### config.mk
export PLATFORM = sky130hd
export DESIGN_NAME = nor_bus_timed
export DESIGN_NICKNAME = d
export VERILOG_FILES = /design/src/rtl/nor_bus_pkg.sv /design/src/rtl/nor_timing_counter.sv /design/src/rtl/nor_bus_timed.sv
export SDC_FILE = /design/constraint.sdc
export NUM_CORES = 1
export LEC_CHECK = 0
export ABC_AREA = 1
export BUFFER_PORTS_ARGS = -buffer_cell sky130_fd_sc_hd__buf_2
export CORE_UTILIZATION = 53
export CTS_CLUSTER_DIAMETER = 80
export DETAILED_ROUTE_END_ITERATION = 7
export GPL_TIMING_DRIVEN = 0
export PLACE_DENSITY = 0.81
export SYNTH_ARGS = -nofsm -noshare
export SYNTH_HDL_FRONTEND = slang
export SYNTH_SLANG_ARGS = --single-unit
export TNS_END_PERCENT = 5
### constraint.sdc
create_clock -name wb_clk_i -period 2.5 [get_ports wb_clk_i]
set_input_delay 0.5 -clock wb_clk_i [delete_from_list [all_inputs] [get_ports wb_clk_i]]
set_output_delay 0.5 -clock wb_clk_i [all_outputs]
set_load 0.1 [all_outputs]
### src/rtl/nor_bus_pkg.sv
// Shared constants for the timed NOR bus controller: FSM encodings,
// power-up timing defaults and the chip-select index width helper.
package nor_bus_pkg;

  localparam logic [2:0] ST_IDLE    = 3'd0;
  localparam logic [2:0] ST_RDYWAIT = 3'd1;
  localparam logic [2:0] ST_SETUP   = 3'd2;
  localparam logic [2:0] ST_ACTIVE  = 3'd3;
  localparam logic [2:0] ST_SAMPLE  = 3'd4;
  localparam logic [2:0] ST_HOLD    = 3'd5;

  localparam int DEF_SETUP   = 0;
  localparam int DEF_WAIT    = 12;
  localparam int DEF_HOLD    = 4;
  localparam int DEF_TIMEOUT = 0;

  // Device index width; a single device still gets one index bit.
  function automatic int calc_csw(input int ncs);
    return (ncs <= 1) ? 1 : $clog2(ncs);
  endfunction

endpackage

### src/rtl/nor_timing_counter.sv
// Loadable down-counter that saturates at zero; done flags the last cycle
// of a phase. Used for both the phase timing and the RY timeout.
module nor_timing_counter #(
  parameter int WIDTH = 8
) (
  input  logic             clk,
  input  logic             rst,
  input  logic             load,
  input  logic             en,
  input  logic [WIDTH-1:0] load_val,
  output logic             done
);

  logic [WIDTH-1:0] cnt_q, cnt_d;

  // Load has priority over counting down
  always_comb begin
    cnt_d = cnt_q;
    if (load) begin
      cnt_d = load_val;
    end else if (en && (cnt_q != '0)) begin
      cnt_d = cnt_q - WIDTH'(1);
    end else begin
      cnt_d = cnt_q;
    end
  end

  // Counter register
  always_ff @(posedge clk) begin
    if (rst) begin
      cnt_q <= '0;
    end else begin
      cnt_q <= cnt_d;
    end
  end

  assign done = (cnt_q == '0);

endmodule

### src/rtl/nor_bus_timed.sv
// NOR flash bus controller: pipelined Wishbone slave to shared-bus parallel
// NOR devices with programmable setup/strobe/hold timing and RY/BY# polling.
module nor_bus_timed
  import nor_bus_pkg::*;
#(
  parameter int ADDRBITS = 26,
  parameter int DATABITS = 16,
  parameter int NCS      = 2,
  parameter int CNTBITS  = 8,
  parameter int TOBITS   = 16,
  localparam int CSW     = calc_csw(NCS)
) (
  input  logic                    wb_clk_i,
  input  logic                    wb_rst_i,
  input  logic                    wb_cyc_i,
  input  logic                    wb_stb_i,
  input  logic                    wb_we_i,
  input  logic [ADDRBITS+CSW-1:0] wb_adr_i,
  input  logic [DATABITS-1:0]     wb_dat_i,
  output logic [DATABITS-1:0]     wb_dat_o,
  output logic                    wb_ack_o,
  output logic                    wb_err_o,
  output logic                    wb_stall_o,
  input  logic [CNTBITS-1:0]      cfg_setup_i,
  input  logic [CNTBITS-1:0]      cfg_wait_i,
  input  logic [CNTBITS-1:0]      cfg_hold_i,
  input  logic [TOBITS-1:0]       cfg_timeout_i,
  input  logic [NCS-1:0]          nor_ry_i,
  input  logic [DATABITS-1:0]     nor_data_i,
  output logic [DATABITS-1:0]     nor_data_o,
  output logic                    nor_data_oe,
  output logic [ADDRBITS-1:0]     nor_addr_o,
  output logic [NCS-1:0]          nor_ce_o,
  output logic                    nor_we_o,
  output logic                    nor_oe_o
);

  logic [2:0]          state_q, state_d;
  logic [ADDRBITS-1:0] adr_q, adr_d;
  logic [DATABITS-1:0] wdat_q, wdat_d, rdat_q, rdat_d;
  logic                we_q, we_d, abort_q, abort_d, ack_q, ack_d, err_q, err_d;
  logic [CSW-1:0]      idx_q, idx_d;
  logic [CNTBITS-1:0]  s_q, s_d, w_q, w_d, h_q, h_d;
  logic [TOBITS-1:0]   t_q, t_d;
  logic [NCS-1:0]      ce_q, ce_d;
  logic                oe_q, oe_d, wen_q, wen_d, doe_q, doe_d;

  logic               accept_s, bad_idx_s, strobe_s;
  logic               ph_load_s, ph_done_s, to_load_s, to_done_s, to_en_s;
  logic [CNTBITS-1:0] ph_val_s;
  logic [CSW-1:0]     idx_in_s;

  assign idx_in_s  = wb_adr_i[ADDRBITS+CSW-1:ADDRBITS];
  assign accept_s  = wb_cyc_i && wb_stb_i && (state_q == ST_IDLE);
  assign bad_idx_s = (32'(idx_in_s) >= 32'(NCS));
  assign to_en_s   = (state_q == ST_RDYWAIT);

  nor_timing_counter #(.WIDTH(CNTBITS)) u_phase_cnt (
    .clk      (wb_clk_i),
    .rst      (wb_rst_i),
    .load     (ph_load_s),
    .en       (1'b1),
    .load_val (ph_val_s),
    .done     (ph_done_s)
  );

  // Timeout counter starts at T-1 so done coincides with the T-th RY sample
  nor_timing_counter #(.WIDTH(TOBITS)) u_timeout_cnt (
    .clk      (wb_clk_i),
    .rst      (wb_rst_i),
    .load     (to_load_s),
    .en       (to_en_s),
    .load_val (cfg_timeout_i - TOBITS'(1)),
    .done     (to_done_s)
  );

  // Next-state, request latching and next values of the registered bus pins
  always_comb begin
    state_d   = state_q;
    adr_d     = adr_q;
    wdat_d    = wdat_q;
    we_d      = we_q;
    idx_d     = idx_q;
    s_d       = s_q;
    w_d       = w_q;
    h_d       = h_q;
    t_d       = t_q;
    abort_d   = abort_q;
    rdat_d    = rdat_q;
    ack_d     = 1'b0;
    err_d     = 1'b0;
    ph_load_s = 1'b0;
    ph_val_s  = h_q;
    to_load_s = 1'b0;
    strobe_s  = 1'b0;
    case (state_q)
      ST_IDLE: begin
        if (accept_s && bad_idx_s) begin
          err_d = 1'b1;
        end else if (accept_s) begin
          adr_d   = wb_adr_i[ADDRBITS-1:0];
          wdat_d  = wb_dat_i;
          we_d    = wb_we_i;
          idx_d   = idx_in_s;
          s_d     = cfg_setup_i;
          w_d     = cfg_wait_i;
          h_d     = cfg_hold_i;
          t_d     = cfg_timeout_i;
          abort_d = 1'b0;
          if (wb_we_i) begin
            state_d   = ST_RDYWAIT;
            to_load_s = 1'b1;
          end else begin
            state_d   = ST_SETUP;
            ph_load_s = 1'b1;
            ph_val_s  = cfg_setup_i;
          end
        end else begin
          state_d = ST_IDLE;
        end
      end
      ST_RDYWAIT: begin
        if (!wb_cyc_i) begin
          state_d = ST_IDLE;
        end else if (nor_ry_i[idx_q]) begin
          state_d   = ST_SETUP;
          ph_load_s = 1'b1;
          ph_val_s  = s_q;
        end else if ((t_q != '0) && to_done_s) begin
          state_d = ST_IDLE;
          err_d   = 1'b1;
        end else begin
          state_d = ST_RDYWAIT;
        end
      end
      ST_SETUP, ST_ACTIVE, ST_SAMPLE: begin
        if ((state_q == ST_SAMPLE) && !we_q) begin
          rdat_d = nor_data_i;
        end else begin
          rdat_d = rdat_q;
        end
        // A dropped cycle releases the strobes but still honours the hold time
        if (!wb_cyc_i || (state_q == ST_SAMPLE)) begin
          state_d   = ST_HOLD;
          ph_load_s = 1'b1;
          ph_val_s  = h_q;
          abort_d   = abort_q | !wb_cyc_i;
        end else if (ph_done_s && (state_q == ST_SETUP)) begin
          state_d   = ST_ACTIVE;
          ph_load_s = 1'b1;
          ph_val_s  = w_q;
        end else if (ph_done_s) begin
          state_d = ST_SAMPLE;
        end else begin
          state_d = state_q;
        end
      end
      ST_HOLD: begin
        abort_d = abort_q | !wb_cyc_i;
        if (ph_done_s) begin
          state_d = ST_IDLE;
          ack_d   = wb_cyc_i && !abort_q;
        end else begin
          state_d = ST_HOLD;
        end
      end
      default: begin
        state_d = ST_IDLE;
      end
    endcase

    strobe_s = (state_d == ST_ACTIVE) || (state_d == ST_SAMPLE);
    ce_d     = '1;
    if (strobe_s) begin
      ce_d[idx_d] = 1'b0;
    end else begin
      ce_d = '1;
    end
    oe_d  = !(strobe_s && !we_d);
    wen_d = !(strobe_s && we_d);
    doe_d = we_d && ((state_d == ST_SETUP) || (state_d == ST_ACTIVE) ||
                     (state_d == ST_SAMPLE) || (state_d == ST_HOLD));
  end

  // State, latched request and registered outputs
  always_ff @(posedge wb_clk_i) begin
    if (wb_rst_i) begin
      state_q <= ST_IDLE;
      adr_q   <= '0;
      wdat_q  <= '0;
      rdat_q  <= '0;
      we_q    <= 1'b0;
      idx_q   <= '0;
      s_q     <= CNTBITS'(DEF_SETUP);
      w_q     <= CNTBITS'(DEF_WAIT);
      h_q     <= CNTBITS'(DEF_HOLD);
      t_q     <= TOBITS'(DEF_TIMEOUT);
      abort_q <= 1'b0;
      ack_q   <= 1'b0;
      err_q   <= 1'b0;
      ce_q    <= '1;
      oe_q    <= 1'b1;
      wen_q   <= 1'b1;
      doe_q   <= 1'b0;
    end else begin
      state_q <= state_d;
      adr_q   <= adr_d;
      wdat_q  <= wdat_d;
      rdat_q  <= rdat_d;
      we_q    <= we_d;
      idx_q   <= idx_d;
      s_q     <= s_d;
      w_q     <= w_d;
      h_q     <= h_d;
      t_q     <= t_d;
      abort_q <= abort_d;
      ack_q   <= ack_d;
      err_q   <= err_d;
      ce_q    <= ce_d;
      oe_q    <= oe_d;
      wen_q   <= wen_d;
      doe_q   <= doe_d;
    end
  end

  assign wb_dat_o    = rdat_q;
  assign wb_ack_o    = ack_q;
  assign wb_err_o    = err_q;
  assign wb_stall_o  = (state_q != ST_IDLE);
  assign nor_data_o  = wdat_q;
  assign nor_data_oe = doe_q;
  assign nor_addr_o  = adr_q;
  assign nor_ce_o    = ce_q;
  assign nor_we_o    = wen_q;
  assign nor_oe_o    = oe_q;

endmodule
* Word-level counts from Yosys, hierarchy flattened
Index checks and enable logic that the tools add are counted.
Widths: inputs -> output; s select.
** Storage, ports and cells
- Input port bits :: 106
- Bits in registers :: 135
- Word-level logic and storage cells :: 125
- Output and inout bits :: 66
** Cells by class
- Equal/unequal tests :: 11
- $lt $le $gt $ge :: 3
- Muxes and demuxes :: 43
- Reduce and logical (&&, ||, !) cells :: 39
- Add/subtract/negate cells :: 3
- Bitwise gates (word level) :: 7
** Operator list (number)
- $mux 8 :: 8
- $mux 16 :: 2
- $reduce_bool 16->1 :: 2
- $sub 16x1->16 const B :: 2
- $pmux 8 s3 :: 1
- $mux 1 :: 20
- $logic_not 16->1 :: 1
- $mux 3 :: 5
- $eq 3x2->1 const B :: 4
- $eq 3x3->1 const B :: 4
- $pmux 3 s4 :: 1
- $logic_and 1x1->1 :: 11
- $logic_not 8->1 :: 1
- $reduce_bool 8->1 :: 1
- $sub 8x1->8 const B :: 1
- $logic_not 1->1 :: 6
- $mux 2 :: 3
- $pmux 1 s3 :: 2
- $reduce_bool 3->1 :: 2
- $reduce_or 3->1 :: 2
- $logic_or 1x1->1 :: 5
- $not 1->1 :: 5
- $lt 1x2->1 const B :: 2
- $ne 2x2->1 const B :: 2
- 11 further kinds :: 13

* Depth between registers and ports, before layout
Gate-level depths: netlist of run 1.
- Depth after elaboration :: 11
- Gate-level depth with buffers :: 17
- Gate-level depth less buffers :: 15

* Modules after synthesis
A second synthesis of run 1 with hierarchy kept.
** Unflattened totals
- Cells, all modules :: 976
- Area total of the unflattened synthesis :: 6528.8 µm²
** Modules (own cells, without submodules)
- nor_bus_timed :: cells each 652, area each 4722.0 µm², seq. area each 2222.1 µm², times used 1
- nor_timing_counter at u_timeout_cnt :: cells each 220, area each 1206.2 µm², seq. area each 320.3 µm², times used 1
- nor_timing_counter at u_phase_cnt :: cells each 104, area each 600.6 µm², seq. area each 160.2 µm², times used 1

* Least setup slack after synthesis of run 1
OpenSTA, ideal clock, no wires.
- Kind :: register to register
- Start point :: reg state_q[2]
- End point :: reg u_timeout_cnt.cnt_q[10]
- Clock period less this slack :: 2199 ps
- Cell stages (with the launch flop) :: 18
- Path buffers :: 2
- Library setup time :: 109 ps
- Data arrival time :: 2090 ps
- Path slack :: 301 ps
- Required time :: 2391 ps
- Cell sequence :: dfxtp_1 > buf_6 > nor2_4 > nand2_4 > nor2_4 > buf_6 > nand3b_4 > nand2_4 > ha_1 > inv_1 > nor2_4 > nand2_2 > nor2_4 > nand2_1 > nand2_1 > nand3_1 > nand2_1 > inv_1
** Between the ends
- Cells in the longest elaborated chain, start to end :: 5
- Elaborated cells on any way between the ends :: 8
- Classes of those cells :: 1 x eq/ne; 3 x mux; 4 x reduce/logical
** Ends and longest elaborated chain
- start: declaration :: RTL line nor_bus_timed.sv:38 : logic [2:0] state_q, state_d;
- start signal: assignment :: RTL line nor_bus_timed.sv:206 : state_q <= state_d;
- $logic_not 3->1 :: RTL line nor_bus_timed.sv:54, nor_bus_timed.sv:96
- $logic_and 1x1->1 :: RTL line nor_bus_timed.sv:54 : assign accept_s = wb_cyc_i && wb_stb_i && (state_q == ST_IDLE);
- $mux 1 :: RTL line nor_bus_timed.sv:100 : end else if (accept_s) begin
- $mux 1 :: RTL line nor_bus_timed.sv:96 : case (state_q)
- $mux 16 or $reduce_bool 2->1 (tied branches)
- end signal: assignment :: RTL line nor_timing_counter.sv:33 : cnt_q <= cnt_d;
- end: declaration :: RTL line nor_timing_counter.sv:14 : logic [WIDTH-1:0] cnt_q, cnt_d;
Parallel ways exist; a longest one is shown, timed or not.
A chain may end at the register's enable or synchronous reset.

* Worst setup path after layout of run 1
- Start point :: reg state_q[2]
- End point :: reg adr_q[3], in the netlist nor_addr_o[3]
** Between the ends
- Cells in the longest elaborated chain, start to end :: 3
** Ends and longest elaborated chain
- $logic_not 3->1 * :: RTL line nor_bus_timed.sv:54, nor_bus_timed.sv:96
- $logic_and 1x1->1 :: RTL line nor_bus_timed.sv:54
- $reduce_and 2->1 (no source line) *
- end signal: assignment :: RTL line nor_bus_timed.sv:207 : adr_q <= adr_d;
- end: declaration :: RTL line nor_bus_timed.sv:39 : logic [ADDRBITS-1:0] adr_q, adr_d;
Mark *: on every way between the ends. The rest lies on a longest branch, timed or not.

==> results of run 1 <==
logic make-up (layout without fill, tap and decap cells):
family                     Yosys count  in the layout  share of synthesized area [%]
and+or+nand+nor                    356            356                           25.2
buffers and inverters              155            357                           9.98
DFF                                135            135                           43.4
adders and majority gates            3              3                          0.603
xor gates and xnor gates             5              5                          0.704
AOI/OAI and AO/OA                  236            236                           20.1
power groups by stage:
| stage | registers (mW) | logic, mW | clock network (mW) |
|---|---|---|---|
| 3_3_place_gp | 2.61 | 2.48 | 0 |
| 3_5_place_dp | 2.61 | 2.51 | 0 |
| 4_1_cts | 2.57 | 2.53 | 2.59 |
| 6_report | 2.58 | 2.56 | 2.58 |
| 2_1_floorplan | 3.25 | 1.33 | 0 |
| 5_1_grt | 2.61 | 2.81 | 2.68 |
state kept, by name, summed over array words and instances (netlist names):
signal	cells
nor_data_o	16
abort_q	1
idx_q	1
wb_dat_o	16
u_phase_cnt.cnt_q	8
h_q	8
nor_ce_o	2
state_q	3
nor_data_oe	1
we_q	1
wb_ack_o	1
t_q	16
u_timeout_cnt.cnt_q	16
wb_err_o	1
nor_oe_o	1
nor_addr_o	26
s_q	8
w_q	8
nor_we_o	1
path summary, 6_finish.rpt:
kind | startpoint | endpoint | slack [ps] | depth (start not counted)
max reg2reg | state_q[2]$_SDFF_PP0_ | nor_addr_o[3]$_SDFFE_PP0P_ | 100 | 10
min | cfg_wait_i[2] | w_q[2]$_SDFFE_PP1P_ | 290 | 3
max | state_q[2]$_SDFF_PP0_ | nor_addr_o[3]$_SDFFE_PP0P_ | 100 | 10
min reg2reg | wb_dat_o[8]$_SDFFE_PP0P_ | wb_dat_o[8]$_SDFFE_PP0P_ | 440 | 2
layout make-up:
cell class | instances | area, um2 | share of cell area (%)
sequential | 135 | 2700 | 34.4
timing repair buffer | 170 | 851 | 10.8
tap | 143 | 179 | 2.28
clock buffer | 19 | 433 | 5.51
multi-input combinational | 600 | 2900 | 36.9
inverter | 106 | 398 | 5.07
buffer | 49 | 223 | 2.84
clock inverter | 13 | 169 | 2.15
per-stage QoR:
step                setup slack (ps)  std cells  setup TNS (ps)  utilization, %  hold WS (ps)
finish                           103       1235               0            68.8           290
global route                   -5.84       1235           -5.84            68.8           296
CTS                             63.3       1235               0            68.8           280
global placement               -52.2       1203           -83.6            63.5           430
detailed placement             -79.9       1203            -347            63.5           433
floorplan                        301        890               0               -           416
worst register-to-register path, stage by stage (launching register included):
cell	delay (ps)
dfxtp_1	320
buf_6	140
nor2_4	190
nand2_4	110
nor2_4	150
buf_2	320
inv_2	170
buf_2	240
clkbuf_1	340
nor2_1	250
nor2_1	70
cell usage after synthesis (all sizes together):
library cell,n
ha,3
buf,19
a211oi,1
xor2,5
nor3b,2
o21ai,148
a31oi,4
o21a,1
nand2,121
o22ai,2
o21bai,3
a311oi,1
nand3b,1
nand4,5
nor3,5
a21boi,1
dfxtp,135
nor2,179
clkbuf,30
nand3,41
nor4,2
o211ai,12
inv,106
a21oi,63
metal layers:
layer / up-vias / wire (um) / track usage (%)
met5: - / 0 / 0
met1: 2955 / 8010 / 38.9
met3: 21 / 1350 / 8.41
met4: 0 / 272 / 9.68
met2: 247 / 8650 / 51.1
li1: 3248 / - / -
repair_timing:
action | 4_1_cts | 5_1_grt
hold endpoints to repair | 0 | 0
setup endpoints to repair | 0 | 4
setup buffers | 0 | 0
gates resized for setup | 0 | 1
==> summary.md, run 1 <==
| Metric | Value |
|---|---|
| Die W | `between 100 and 150 um` |
| Final #Nets | `1188` |
| Reg clk slew, reported paths | `60 ps` |
| Yosys warnings | `0` |
| Post-layout min period | `around 2400 ps` |
| Post-synthesis cell area | `6220 um2` |
| Fill cells | `980` |
| RePlAce Congestion | `0.908` |
| Most frequent cells in the layout | `183 x buf_2, 169 x nor2_1, 146 x o21ai_0, 135 x dfxtp_1, 108 x nand2_1` |
| Placed inst area | `around 7300 um2` |
| CP cell instances | `buf_6 -> nor2_4 -> nand2_4 -> nor2_4 -> buf_2 -> inv_2 -> buf_2 -> clkbuf_1 -> nor2_1 -> nor2_1` |
| Static Leak | `3.80 nW` |
| Clock Latency Late Sink | `430 ps` |
| DR pass1 iterations | `5` |
| WL final | `18.3 mm` |
| Tot GR Track Use | `between 30% and 40%` |
| Internal power | `4.69 mW` |
| CP max stage cell | `clkbuf_1` |
| CTS sink count | `roughly 140` |
| ANT cells | `0` |
| Critical path's top delay family | `buffers and inverters` |
| Switching Fraction | `39.3%` |
| Grt total ovfl | `0` |
| Initial Util | `a little over half` |
| Post-CTS Hold Buffers | `0` |
| Slew @ Worst Pin | `roughly 670 ps` |
| Avg Vias per Cell | `approximately 5.2` |
| Worst Hold Class | `primary input to register` |
| Distinct cells, synth | `35` |
| Commonest non-fill, non-tap cell in the layout | `buf_2` |
| CTS H-Tree Depth | `4` |
| Bufs and invs on worst path | `5` |
| Area of the die | `12200 um2` |
| Area contributors post-synth | `dfxtp_1 43%, o21ai_0 12%, nor2_1 10%` |
| Largest net degree at the start of global routing | `17` |
| Clock buffer depth | `2` |
| Syn avg cell area | `6.99 um2` |
| Yosys top cell area share | `43.4%` |
| Post-synth top area cell | `dfxtp_1` |
| Period utilisation layout | `95.9%` |
| CTS tree | `built` |
| First-pass GRT wire length | `28.3 mm` |
| Flop pwr share | `33.4%` |
| Drt wl/cell | `14.8 um` |
| Critical Path Fanout Max | `10` |
| Max-slew violations | `0` |
| Combinational fraction of design power | `between 30% and 40%` |
| Slew headroom | `a little under three fifths` |
| Sequential area share after synthesis | `43.4%` |
| FF+latch count, synth | `135` |
| DR iter-0 viols | `602` |
| Pwr Total | `just under 8 mW` |
| # DRC | `0` |
| Detailed placer's ending HPWL | `13.4 mm` |
| Mapped Cells | `890` |
| Initial antenna violation count | `0` |
| CTS Buf Count | `17` |
| Row cnt | `39` |
| Net Switching | `3.03 mW` |
| Final setup violation count | `0` |
| Vias in the first global route | `5887` |
| Routed vias | `6471` |
| Fin Clk Skew | `10.6 ps` |
| Fmax | `approximately 420 MHz` |
| PD cells | `983 nW/um2` |
| Critical Path Sink Type | `register` |
| Chip height | `110 um` |
| Core area | `~11000 um2` |
| Final hold violations | `0` |
| Biggest cell delay along the critical path | `340 ps` |
| Worst Setup Start Kind | `register` |
| ANT nets after route | `0` |
| VDD IR max | `roughly 0.79 mV` |
| Synth-to-layout area growth | `26.3%` |
| Setup CP Type | `register to register` |
| CP required | `2810 ps` |
| Status | `finished, final reports clean` |
| RSZ-0062 raised after global routing | `true` |
| Critical Path AT | `2710 ps` |
| Syn_nets | `999` |
| Root Buffer | `clkbuf_16` |
| Clock share of power | `between 30% and 40%` |
| Final instance area | `7860 um2` |
| Max Cap Viol | `0` |
| Num ports | `approximately 170` |
| Share of cells above drive strength 1 | `22.9%` |
| I/O Buffers | `170` |
(Power assumes the default switching activity.)
==> inputs of run 2 (changes only) <==
--- a/config.mk
+++ b/config.mk
@@ -10,8 +10,8 @@
 export CORE_UTILIZATION = 53
 export CTS_CLUSTER_DIAMETER = 80
 export DETAILED_ROUTE_END_ITERATION = 7
-export GPL_TIMING_DRIVEN = 0
 export PLACE_DENSITY = 0.81
+export REMOVE_ABC_BUFFERS = 1
 export SYNTH_ARGS = -nofsm -noshare
 export SYNTH_HDL_FRONTEND = slang
 export SYNTH_SLANG_ARGS = --single-unit
==> summary.md, run 2 (synthesis results as in run 1) <==
| Metric | Value |
|---|---|
| Status | `finished, final reports clean` |
| Vias in the first global route | `5521 (-6.2%)` |
| Commonest non-fill, non-tap cell in the layout | `buf_2` |
| Slew @ Worst Pin | `535 ps (-138 ps)` |
| Max reg flops | `26 (unchanged)` |
| VDD IR max | `0.745 mV (-6.3%)` |
| Pwr Total | `7.50 mW (-2.8%)` |
| CTS sink count | `135 (unchanged)` |
| Avg Vias per Cell | `5.19 (-0.93%)` |
| ANT cells | `0 (unchanged)` |
| Worst Hold Class | `primary input to register` |
| Flop pwr share | `34.5% (+1.1 points)` |
| Hold Path Depth | `3 (unchanged)` |
| DR iter-0 viols | `392 (-35%)` |
| Max Cap Viol | `0 (unchanged)` |
| Share of cells above drive strength 1 | `23.9% (+1.0 points)` |
| Worst reg2reg path endpoint | `u_timeout_cnt.cnt_q[14]$_SDFFE_PP0P_` |
| Dpl ws | `231 ps (+311 ps)` |
| Final hold violations | `0 (unchanged)` |
| Drt wl/cell | `13.1 um (-11%)` |
| Slew headroom | `64.1% (+8.9 points)` |
| # DRC | `0 (unchanged)` |
| Placed inst area | `7220 um2 (-0.41%)` |
| Period utilisation layout | `89.8% (-6.1 points)` |
| Routed vias | `6260 (-3.3%)` |
| PD cells | `964 nW/um2 (-1.9%)` |
| CTS tree | `built` |
| Final setup violation count | `0 (unchanged)` |
| Largest net degree at the start of global routing | `59 (+42)` |
| Clock share of power | `31.8% (-1.6 points)` |
| R2R cell count | `15 (+5)` |
| Fmax | `445 MHz (+6.8%)` |
| Root Buffer | `clkbuf_16` |
| I/O Buffers | `171 (+0.59%)` |
| Post-CTS Setup Bufs | `0 (unchanged)` |
| Critical Path Sink Type | `register` |
| Setup CP Type | `register to register` |
| Row cnt | `39 (unchanged)` |
| Die W | `110 um (unchanged)` |
| First-pass GRT wire length | `25.6 mm (-9.6%)` |
| Detailed placer's ending HPWL | `11.1 mm (-17%)` |
| Core area | `11400 um2 (unchanged)` |
| Num ports | `172 (unchanged)` |
| Hold Path Origin | `cfg_wait_i[2]` |
| Static Leak | `3.78 nW (-0.46%)` |
| CP required | `2810 ps (about the same)` |
| Fin Clk Skew | `8.33 ps (-2.24 ps)` |
| WL final | `15.9 mm (-13%)` |
| Final #Nets | `1160 (-2.4%)` |
| Resize count post-CTS | `0 (unchanged)` |
| Net Switching | `2.91 mW (-3.8%)` |
| Clock buffer depth | `2 (unchanged)` |
| Initial antenna violation count | `0 (unchanged)` |
| Combinational fraction of design power | `33.6% (+0.4 points)` |
| Setup ws final | `255 ps (+153 ps)` |
| Critical Path Fanout Max | `9 (-1)` |
| RSZ-0062 raised after global routing | `false` |
| Internal power | `4.59 mW (-2.1%)` |
| ANT nets after route | `0 (unchanged)` |
| CTS H-Tree Depth | `4 (unchanged)` |
| Synth-to-layout area growth | `25.1%` |
| DR pass1 iterations | `5 (unchanged)` |
| Critical Path AT | `2560 ps (-150 ps)` |
| Initial Util | `54.5% (unchanged)` |
| RR Startpoint | `state_q[2]$_SDFF_PP0_` |
| Clock Latency Late Sink | `410 ps (-20 ps)` |
| Post-CTS Hold Buffers | `0 (unchanged)` |
| Reg clk slew, reported paths | `60 ps (about the same)` |
| Switching Fraction | `38.8% (-0.43 points)` |
| CTS Buf Count | `17 (unchanged)` |
| Area of the die | `12200 um2 (unchanged)` |
| Max-slew violations | `0 (unchanged)` |
| Final instance area | `7780 um2 (-0.91%)` |
| Chip height | `110 um (unchanged)` |
| Most frequent cells in the layout | `171 x buf_2, 169 x nor2_1, 146 x o21ai_0, 135 x dfxtp_1, 109 x nand2_1` |
| RePlAce Congestion | `0.931 (+2.5%)` |
| Post-layout min period | `2240 ps (-153 ps)` |
| Grt total ovfl | `0 (unchanged)` |
| Worst Setup Start Kind | `register` |
| Reg2reg setup slack | `260 ps (+150 ps)` |
| Tot GR Track Use | `27.1% (-3.7 points)` |
| Hold path endpoint | `w_q[2]$_SDFFE_PP1P_` |
==> run 2: how the worst max path moves through the flow <==
stage	start	to	slack, ps	cells after the start
after detailed placement	wb_cyc_i	u_timeout_cnt.cnt_q[10]$_SDFFE_PP0P_	230	15
after CTS	state_q[2]$_SDFF_PP0_	u_timeout_cnt.cnt_q[14]$_SDFFE_PP0P_	260	15
after global routing	state_q[2]$_SDFF_PP0_	u_timeout_cnt.cnt_q[14]$_SDFFE_PP0P_	110	15
after global placement	wb_cyc_i	u_timeout_cnt.cnt_q[10]$_SDFFE_PP0P_	320	15
final	state_q[2]$_SDFF_PP0_	u_timeout_cnt.cnt_q[14]$_SDFFE_PP0P_	260	15
after floorplan	state_q[2]$_SDFF_PP0_	nor_ce_o[0]$_SDFF_PP1_	-500	6
==> run 2: cell type report <==
| class | count | area (um2) |
|---|---|---|
| Clock buffer | 19 | 433 |
| Clock inverter | 12 | 130 |
| Fill cell | 1028 | 3630 |
| Inverter | 106 | 398 |
| Multi-Input combinational cell | 600 | 2900 |
| Sequential cell | 135 | 2700 |
| Tap cell | 143 | 179 |
| Timing Repair Buffer | 191 | 1040 |
==> run 2: worst max-delay path, stage by stage, from the launching register on <==
cell,delay [ps]
dfxtp_1,420
nor2_4,230
nand2_4,90
nor2_4,230
nand3b_4,110
nand2_4,80
ha_1,140
inv_1,70
nor2_4,150
nand2_1,100
nor2_1,170
nand2_1,90
nand2_1,60
nand3_1,80
nand2_1,70
inv_1,40
==> run 2: layer usage <==
| layer | wire (um) | track usage (%) |
|---|---|---|
| met1 | 6840 | 33.7 |
| met2 | 7550 | 44.6 |
| met3 | 1170 | 7.64 |
| met4 | 295 | 10.1 |
| met5 | 0 | 0 |
==> run 2: per-stage QoR <==
| step | util (%) | std cells | setup TNS [ps] | hold slack (ps) |
|---|---|---|---|---|
| 6_report | 68.2 | 1206 | 0 | 304 |
| 5_1_grt | 68.2 | 1206 | 0 | 297 |
| 4_1_cts | 68.2 | 1206 | 0 | 296 |
| 3_5_place_dp | 63.2 | 1175 | 0 | 433 |
| 3_3_place_gp | 63.2 | 1175 | 0 | 430 |
| 2_1_floorplan | - | 841 | -23180 | 416 |
==> run 2: power groups by stage <==
stage	combinational (mW)	clock (mW)	sequential (mW)
5_1_grt	2.80	2.52	2.61
3_5_place_dp	2.50	0	2.62
2_1_floorplan	1.28	0	3.25
4_1_cts	2.52	2.42	2.58
3_3_place_gp	2.47	0	2.61
6_report	2.52	2.39	2.59
==> inputs of run 3 (changes only) <==
--- a/config.mk
+++ b/config.mk
@@ -7,10 +7,12 @@
 export LEC_CHECK = 0
 export ABC_AREA = 1
 export BUFFER_PORTS_ARGS = -buffer_cell sky130_fd_sc_hd__buf_2
-export CORE_UTILIZATION = 53
+export CELL_PAD_IN_SITES_DETAIL_PLACEMENT = 1
+export CELL_PAD_IN_SITES_GLOBAL_PLACEMENT = 1
+export CORE_UTILIZATION = 37
 export CTS_CLUSTER_DIAMETER = 80
 export DETAILED_ROUTE_END_ITERATION = 7
-export PLACE_DENSITY = 0.81
+export PLACE_DENSITY_LB_ADDON = 0.1
 export REMOVE_ABC_BUFFERS = 1
 export SYNTH_ARGS = -nofsm -noshare
 export SYNTH_HDL_FRONTEND = slang
==> summary.md, run 3 (synthesis results as in run 1) <==
| Metric | Value |
|---|---|
| Status | `finished, final reports clean` |
| Drt wl/cell | `14.8 um (+13%)` |
| Vias in the first global route | `6515 (+18%)` |
| CTS H-Tree Depth | `4 (unchanged)` |
| Largest net degree at the start of global routing | `65 (+10%)` |
| Reg2reg setup slack | `340 ps (+80 ps)` |
| RePlAce Congestion | `0.810 (-13%)` |
| Reg clk slew, reported paths | `70 ps (about the same)` |
| Most frequent cells in the layout | `171 x buf_2, 169 x nor2_1, 146 x o21ai_0, 135 x dfxtp_1, 109 x nand2_1` |
| Setup CP Type | `register to register` |
| Final setup violation count | `0 (unchanged)` |
| Slew headroom | `66.2% (+2.1 points)` |
| Placed inst area | `7340 um2 (+1.7%)` |
| Root Buffer | `clkbuf_16` |
| CP cell instances | `nor2_4 -> nand2_4 -> nor2_4 -> nand3b_4 -> nand2_4 -> ha_1 -> inv_1 -> nor2_4 -> nand2_1 -> nor2_1 -> nand2_1 -> nand2_1 -> nand3_1 -> nand2_1 -> inv_1` |
| CP required | `2830 ps (+20 ps)` |
| Synth-to-layout area growth | `27.4%` |
| WL final | `19.0 mm (+20%)` |
| Post-CTS Setup Bufs | `0 (unchanged)` |
| Max reg flops | `26 (unchanged)` |
| Share of cells above drive strength 1 | `24.4% (+0.47 points)` |
| Core area | `16500 um2 (+45%)` |
| Critical Path AT | `2500 ps (-60 ps)` |
| Worst Setup Start Kind | `register` |
| Bufs and invs on worst path | `2 (unchanged)` |
| Hold Path Depth | `3 (unchanged)` |
| Num ports | `172 (unchanged)` |
| I/O Buffers | `171 (unchanged)` |
| First-pass GRT wire length | `32.0 mm (+25%)` |
| Routed vias | `6243 (-0.27%)` |
| Worst Hold Class | `primary input to register` |
| R2R cell count | `15 (unchanged)` |
| Post-layout min period | `2160 ps (-81.2 ps)` |
| CTS tree | `built` |
| Critical path's top delay family | `simple AND/OR/NAND/NOR gates` |
| Most used cell, CP | `nand2_1` |
| Avg Vias per Cell | `4.85 (-6.5%)` |
| Period utilisation layout | `86.5% (-3.2 points)` |
| Final instance area | `7930 um2 (+1.8%)` |
| Max-slew violations | `0 (unchanged)` |
| Final hold violations | `0 (unchanged)` |
| Fmax | `462 MHz (+3.8%)` |
| Critical Path Sink Type | `register` |
| Initial Util | `37.6% (-17 points)` |
| Grt total ovfl | `0 (unchanged)` |
| Max Cap Viol | `0 (unchanged)` |
| Worst reg2reg path endpoint | `u_timeout_cnt.cnt_q[14]$_SDFFE_PP0P_` |
| Post-CTS Hold Buffers | `0 (unchanged)` |
| Setup TNS | `0 ps (unchanged)` |
| Hold Path Origin | `wb_adr_i[6]` |
| RSZ-0062 raised after global routing | `false` |
| Biggest cell delay along the critical path | `400 ps (-20 ps)` |
| # DRC | `0 (unchanged)` |
| Area of the die | `17300 um2 (+42%)` |
| ANT nets after route | `0 (unchanged)` |
| Final #Nets | `1163 (+0.26%)` |
| Tot GR Track Use | `23.2% (-3.9 points)` |
| Fin Clk Skew | `12.5 ps (+4.19 ps)` |
| Row cnt | `47 (+21%)` |
| PD cells | `970 nW/um2 (+0.60%)` |
| RR Startpoint | `state_q[1]$_SDFF_PP0_` |
| Resize count post-CTS | `0 (unchanged)` |
| DR pass1 iterations | `4 (-1)` |
| Commonest non-fill, non-tap cell in the layout | `buf_2` |
| CTS Buf Count | `17 (unchanged)` |
| CTS sink count | `135 (unchanged)` |
| VDD IR max | `0.484 mV (-35%)` |
| DR iter-0 viols | `279 (-29%)` |
| ANT cells | `0 (unchanged)` |
| Chip height | `132 um (+19%)` |
| Clock Latency Late Sink | `440 ps (+30 ps)` |
| Critical Path Fanout Max | `7 (-2)` |
| Static Leak | `3.81 nW (+0.65%)` |
| Detailed placer's ending HPWL | `13.5 mm (+22%)` |
| CP max stage cell | `dfxtp_1` |
| Die W | `132 um (+19%)` |
| Slew @ Worst Pin | `511 ps (-23.5 ps)` |
| Initial antenna violation count | `0 (unchanged)` |
| Hold path endpoint | `nor_addr_o[6]$_SDFFE_PP0P_` |
| Clock buffer depth | `2 (unchanged)` |
==> run 3: cell types whose count changed in the layout (fill, tap and decap cells not counted) <==
| cell | before | now |
|---|---|---|
| buf_4 | 17 | 20 |
| bufinv_16 | 2 | 1 |
| clkbuf_1 | 2 | 0 |
| clkinv_2 | 4 | 1 |
| clkinv_4 | 3 | 4 |
| inv_2 | 6 | 5 |
| inv_6 | 1 | 4 |
| inv_8 | 0 | 4 |
==> run 3: worst max-delay path by stage <==
stage                                                end                         startpoint  depth (start not counted)  slack (ps)
floorplan                         nor_ce_o[0]$_SDFF_PP1_              state_q[2]$_SDFF_PP0_                          6        -500
global placement    u_timeout_cnt.cnt_q[10]$_SDFFE_PP0P_                           wb_cyc_i                         15         250
detailed placement  u_timeout_cnt.cnt_q[10]$_SDFFE_PP0P_                           wb_cyc_i                         15         160
CTS                 u_timeout_cnt.cnt_q[10]$_SDFFE_PP0P_              state_q[1]$_SDFF_PP0_                         15         320
global route                         nor_oe_o$_SDFF_PP1_  u_phase_cnt.cnt_q[0]$_SDFFE_PP0P_                         11         140
finish              u_timeout_cnt.cnt_q[14]$_SDFFE_PP0P_              state_q[1]$_SDFF_PP0_                         15         340
==> run 3: through the flow <==
step                hold WS [ps]  setup slack [ps]  power, mW  util, %  instances
floorplan                    416              -503       4.53        -        841
finish                       280               336       7.69     48.0       1287
CTS                          267               317       7.77     48.0       1287
global placement             430               249       5.17     44.4       1255
detailed placement           434               158       5.20     44.4       1255
global route                 270               142       8.16     48.0       1287
==> run 3: report_power, final <==
| group | switching (mW) | leakage [nW] | total (mW) | internal, mW |
|---|---|---|---|---|
| clock | 1.11 | 0.283 | 2.52 | 1.41 |
| combinational | 1.89 | 2.42 | 2.59 | 0.703 |
| sequential | 0.148 | 1.11 | 2.58 | 2.43 |
| total | 3.15 | 3.81 | 7.69 | 4.54 |
==> run 3: layer usage <==
layer	routed length [um]	up-vias	global-route usage [%]	share of wire [%]
met5	0	-	0	0
met4	281	0	7.82	1.5
met3	800	22	5.71	4.2
met2	9420	109	40.2	49
met1	8540	2918	27.8	45
li1	-	3194	-	-
==> run 3: worst reg2reg max path: cells and delay by family (launching register included) <==
family | cells | cell delay [ps]
AND/OR/NAND/NOR | 12 | 1420
adder cells (fa/ha/maj) | 1 | 150
buffers and inverters | 2 | 110
flip-flops | 1 | 400
==> run 3: cell type report <==
cell class,count,area (um2)
Multi-Input combinational cell,600,2900
Clock inverter,15,160
Clock buffer,17,425
Sequential cell,135,2700
Timing Repair Buffer,194,1070
Tap cell,220,275
Inverter,106,399
Fill cell,2177,8600
